===== config.mk =====
export PLATFORM = sky130hd
export DESIGN_NAME = seq_divider_64by32
export DESIGN_NICKNAME = d
export VERILOG_FILES = /design/src/rtl/divider_pkg.sv /design/src/rtl/div_restore_step.sv /design/src/rtl/seq_divider_64by32.sv
export SDC_FILE = /design/constraint.sdc
export NUM_CORES = 1
export LEC_CHECK = 0
export CORE_ASPECT_RATIO = 1.4
export CORE_MARGIN = 8
export CORE_UTILIZATION = 40
export DETAILED_ROUTE_END_ITERATION = 8
export PLACE_DENSITY = 0.72
export SYNTH_ARGS = -nofsm -noshare
export SYNTH_HDL_FRONTEND = slang
export SYNTH_SLANG_ARGS = --single-unit

===== constraint.sdc =====
create_clock -name clk -period 5.9 [get_ports clk]
set_input_delay 0.885 -clock clk [delete_from_list [all_inputs] [get_ports clk]]
set_output_delay 0.885 -clock clk [all_outputs]
set_load 0.02 [all_outputs]

===== src/rtl/divider_pkg.sv =====
// Shared types and helpers for the sequential restoring divider.
package divider_pkg;

  typedef enum logic [1:0] {
    IDLE = 2'd0,
    CALC = 2'd1,
    DONE = 2'd2
  } state_t;

  localparam int DIV_N = 32;
  localparam int CNT_W = $clog2(DIV_N);

  typedef struct packed {
    logic dbz;
    logic ovf;
  } exc_t;

  // Operands arrive zero-extended so one helper serves any N up to 64.
  function automatic exc_t calc_exc(input logic [63:0] hi, input logic [63:0] dv);
    exc_t e;
    e.dbz = (dv == 64'd0);
    e.ovf = (dv != 64'd0) && (hi >= dv);
    return e;
  endfunction

endpackage


===== src/rtl/div_restore_step.sv =====
// One restoring-division step: shift in the next dividend bit, trial-subtract the divisor.
module div_restore_step #(
  parameter int N = 32
) (
  input  logic [N:0]   r,
  input  logic         q_msb,
  input  logic [N-1:0] divisor,
  output logic [N:0]   r_next,
  output logic         q_bit
);

  logic [N+1:0] sh;

  assign sh     = {r, q_msb};
  assign q_bit  = (sh >= (N+2)'(divisor));
  assign r_next = q_bit ? (N+1)'(sh - (N+2)'(divisor)) : sh[N:0];

endmodule


===== src/rtl/seq_divider_64by32.sv =====
// Iterative 2N/N unsigned restoring divider with valid/ready on both sides.
// Build option SEQ_DIVIDER_FAST_EXCEPT_EN: divide-by-zero and overflow skip the iterations.
//
//   state | meaning
//   IDLE  | in_ready high, waiting for operands
//   CALC  | one quotient bit per clock; fin marks the final result-load cycle
//   DONE  | out_valid high, results held until out_ready
module seq_divider_64by32
  import divider_pkg::*;
#(
  parameter int N = DIV_N
) (
  input  logic           clk,
  input  logic           rst_n,
  input  logic           in_valid,
  output logic           in_ready,
  input  logic [2*N-1:0] dividend,
  input  logic [N-1:0]   divisor,
  output logic           out_valid,
  input  logic           out_ready,
  output logic [N-1:0]   quotient,
  output logic [N-1:0]   remainder,
  output logic           div_by_zero,
  output logic           overflow
);

  localparam int CW = $clog2(N);

  state_t       state;
  logic [CW-1:0] cnt;
  logic         fin;
  logic [N:0]   r;
  logic [N-1:0] q;
  logic [N-1:0] lo;
  logic [N-1:0] dv;
  exc_t         exc_q;
  exc_t         exc_in;
  logic [N:0]   r_nx;
  logic         q_bit;

  assign exc_in = calc_exc(64'(dividend[2*N-1:N]), 64'(divisor));

  div_restore_step #(.N(N)) u_step (
    .r       (r),
    .q_msb   (q[N-1]),
    .divisor (dv),
    .r_next  (r_nx),
    .q_bit   (q_bit)
  );

  always_ff @(posedge clk or negedge rst_n) begin
    if (!rst_n) begin
      state       <= IDLE;
      in_ready    <= 1'b1;
      out_valid   <= 1'b0;
      quotient    <= '0;
      remainder   <= '0;
      div_by_zero <= 1'b0;
      overflow    <= 1'b0;
      cnt         <= '0;
      fin         <= 1'b0;
      r           <= '0;
      q           <= '0;
      lo          <= '0;
      dv          <= '0;
      exc_q       <= '0;
    end else begin
      case (state)
        IDLE: begin
          if (in_valid) begin
            r        <= {1'b0, dividend[2*N-1:N]};
            q        <= dividend[N-1:0];
            lo       <= dividend[N-1:0];
            dv       <= divisor;
            exc_q    <= exc_in;
            in_ready <= 1'b0;
            state    <= CALC;
`ifdef SEQ_DIVIDER_FAST_EXCEPT_EN
            if (exc_in.dbz || exc_in.ovf) begin
              cnt <= '0;
              fin <= 1'b1;
            end else begin
              cnt <= CW'(N-1);
              fin <= 1'b0;
            end
`else
            cnt <= CW'(N-1);
            fin <= 1'b0;
`endif
          end
        end
        CALC: begin
          if (fin) begin
            fin         <= 1'b0;
            state       <= DONE;
            out_valid   <= 1'b1;
            div_by_zero <= exc_q.dbz;
            overflow    <= exc_q.ovf;
            if (exc_q.dbz || exc_q.ovf) begin
              quotient  <= '1;
              remainder <= lo;
            end else begin
              quotient  <= q;
              remainder <= r[N-1:0];
            end
          end else begin
            r <= r_nx;
            q <= {q[N-2:0], q_bit};
            if (cnt == '0) fin <= 1'b1;
            else           cnt <= cnt - CW'(1);
          end
        end
        DONE: begin
          if (out_ready) begin
            state     <= IDLE;
            out_valid <= 1'b0;
            in_ready  <= 1'b1;
          end
        end
        default: begin
          state     <= IDLE;
          in_ready  <= 1'b1;
          out_valid <= 1'b0;
        end
      endcase
    end
  end

endmodule


==> metrics.cfg <==
[run_status]
status=completed

[drt]
wirelength_um=34500
num_vias=9895
avgViaCountPerCell=5.31
wire_per_inst_um=18.5
drt_iter0_markers=691
ant_nets=0
first_pass_iters=5
drc=0

[yosys]
synthArstFlopShare_pct=100
synth_flop_cell=dfrtp_1
synth-seq-cells=207
synth_edf_count=0
synth_top_area_cell=dfrtp_1
netlist_top_cells_area=dfrtp_1 (45%), nand2_1 (9.9%), ha_1 (7.1%)
muxShareOfSynthArea_pct=5.30
yosysTopAreaCellShare_pct=44.6
synth_cells=1344
avgSynthCellArea_um2=8.61
yosys_warnings=0
synth_nets=1511
netlist_area_um2=11600
synthSimpleGateAreaFrac_pct=18.4
yosysUniqueCellTypes=64
synth_xor_area_share_pct=2.20
synth_top_family_by_area=simple AND/OR/NAND/NOR gates
synth_seq_area_share_pct=44.8
synth_compound_area_share_pct=17.2
synthAdderAreaFrac_pct=7.31

[floorplan]
die_width_um=160
core_area_um2=28400
die_h_um=217
core.rowCount=73
die_area_um2=34700
top_level_ports=168
start_util_pct=40.7

[cells_and_area]
final_nets=1639
synthToLayoutAreaGrowth_pct=23.0
final_layout_size_suffix_gt1_share_pct=4.71
layoutNonFillerInstCount=1864

[timing]
min_period_over_period_pct=68.7
slew_headroom_pct=22.5
finClkSkew_ns=0.0175
setup-tns-final_ns=0
max_freq_mhz=247
drv_slew=0
setup_viol=0
rsz0062_at_grt=false
tightest_slew_ns=1.16
finalCriticalPeriod_ns=4.05
hold_viol_final=0

[clock_network]
numCtsBuffers=21
cts_max_level=1
cts_setup_buffers=0
cts.clk_slew.worst_paths_ns=0.07
cts_hold_buf=0
numClockSinks=207
clock_latency_ns=0.50
postCtsResizedCells=0
cts_tree=built
root_buffer=clkbuf_16
cts_buffer_depth=3

[worst_setup_path]
critPathRequiredTime_ns=6.27
max_stage_delay_ns=0.86
crit_type=reg2reg
reg2regPathDepth=14
ff2ff_setup_slack_ns=1.85
crit_chain=inv_1, ha_1, inv_1, fa_1, a211oi_2, o21ai_2, a31oi_2, a211oi_4, nor2_1, o41ai_4, a31oi_4, buf_4, mux2i_1, o22ai_1
crit_top_cell=inv_1
crit_path_start=q[31]
path_delay_family=compound AO/OA/AOI/OAI gates
critical-path-slowest-cell=a31oi_4
reg2reg_from=q[31]
crit_fanout=25
critPathCaptureType=flip-flop
cp_num_buf_inv=3
crit_end=r[2]
r2r_end=r[2]
start_kind=flip-flop
cp_data_arrival_time_ns=4.42
path_depth=14

[global_route]
grt_max_degree=136
track_usage_pct=19.7
grt_pass1_wl_um=55900
antenna_found_initial=2
grt_overflow=0
grt_pass1_vias=10400

[placed_design]
gp_congestion=0.942
dp_cells=1824
hpwl_um=25300
portBuffers=167

[min_path]
min_path_type=in2async

[power_and_ir_drop]
peakVddDrop_uv=251
p_total_w=0.00886
cellLeakagePower_nw=6.53
cellPowerDensity_nw_per_um2=622

[flow_run]
cap_viol_max_count=0

cells in the mapped netlist, drive strengths merged (11+ instances only):
cell type	number
nor4	12
xor2	15
clkbuf	66
a31oi	41
o22ai	14
nor3	14
ha	66
inv	71
or3	14
dfrtp	206
nand2	306
xnor2	14
a21o	25
a21oi	67
nand4	11
o21ai	135
nor2	107
mux2i	59
where the power goes:
| group | total [W] | switching (W) | leakage (nW) | internal (W) |
|---|---|---|---|---|
| sequential | 0.00260 | 0.000502 | 2.53 | 0.00210 |
| combinational | 0.00494 | 0.00285 | 3.68 | 0.00210 |
| clock | 0.00132 | 0.000575 | 0.328 | 0.000746 |
final cells by class:
| type | count | area, um^2 |
|---|---|---|
| Tap cell | 375 | 469 |
| Inverter | 71 | 267 |
| Fill cell | 2631 | 14200 |
| Multi-Input combinational cell | 992 | 5860 |
| Clock buffer | 21 | 526 |
| Antenna cell | 2 | 5.00 |
| Sequential cell | 207 | 5180 |
| Timing Repair Buffer | 179 | 1780 |
| Clock inverter | 17 | 155 |
per-stage QoR:
| step | utilization, % | setup slack (ns) | instance area, um^2 | hold slack [ns] |
|---|---|---|---|---|
| 6_report | 50.1 | 1.85 | 14200 | 0.411 |
| 5_1_grt | 50.1 | 1.51 | 14200 | 0.448 |
| 2_1_floorplan | - | 2.85 | 11600 | 0.445 |
| 4_1_cts | 50.1 | 1.83 | 14200 | 0.422 |
| 3_5_place_dp | 47.7 | 1.84 | 13600 | 0.462 |
| 3_3_place_gp | 47.7 | 1.97 | 13600 | 0.457 |
cell usage in the layout, fill, tap and decap left out, types with 8 or more instances in the layout:
| cell | instances |
|---|---|
| nand3_1 | 8 |
| xnor2_1 | 14 |
| xor2_1 | 15 |
| inv_1 | 70 |
| mux2i_1 | 59 |
| nor4_1 | 12 |
| nand2_1 | 305 |
| a21o_1 | 25 |
| clkdlybuf4s50_1 | 166 |
| a31oi_1 | 39 |
| ha_1 | 66 |
| nor2_1 | 106 |
| o21ai_0 | 130 |
| nor3_1 | 14 |
| nor2b_1 | 8 |
| nand4_1 | 11 |
| clkinv_2 | 8 |
| dfrtp_1 | 206 |
| o22ai_1 | 14 |
| clkbuf_16 | 21 |
| or3_1 | 14 |
| buf_4 | 11 |
| a21oi_1 | 67 |
registers in the layout (all words and copies together) (netlist names):
register	cells
exc_q	2
r	33
lo	32
q	32
fin	1
state	2
overflow	1
cnt	5
dv	32
remainder	32
out_valid	1
div_by_zero	1
quotient	32
in_ready	1
how the worst min path moves through the flow:
stage	from	to	slack (ns)	depth (start not counted)
4_1_cts	rst_n	dv[10]	0.42	1
6_report	rst_n	dv[10]	0.41	1
3_3_place_gp	lo[14]	lo[14]	0.46	2
5_1_grt	rst_n	dv[10]	0.45	1
3_5_place_dp	lo[28]	lo[28]	0.46	2
2_1_floorplan	lo[0]	lo[0]	0.45	2
metal layers:
layer	part of all wire (%)	GRT usage, %	vias up
met5	0	0	-
met4	2.7	6.90	0
met3	4.1	2.42	52
met2	51	35.5	244
met1	42	23.6	4730
li1	-	-	4869
logic make-up after synthesis:
kind of cell / Yosys count
simple gates: 507
compound gates: 328
flops: 207
buf+inv: 145
fa+ha+maj: 67
mux: 61
xor+xnor: 29
worst reg2reg max path, delay by kind of cell, from the launching register on:
kind / cells / cell delay [ns]
AOI/OAI and AO/OA: 7 / 1.89
adders and majority gates: 2 / 0.59
buffers and inverters: 3 / 0.53
DFF: 1 / 0.40
muxes: 1 / 0.24
and+or+nand+nor: 1 / 0.26
Power figures use the tool's default switching activity.
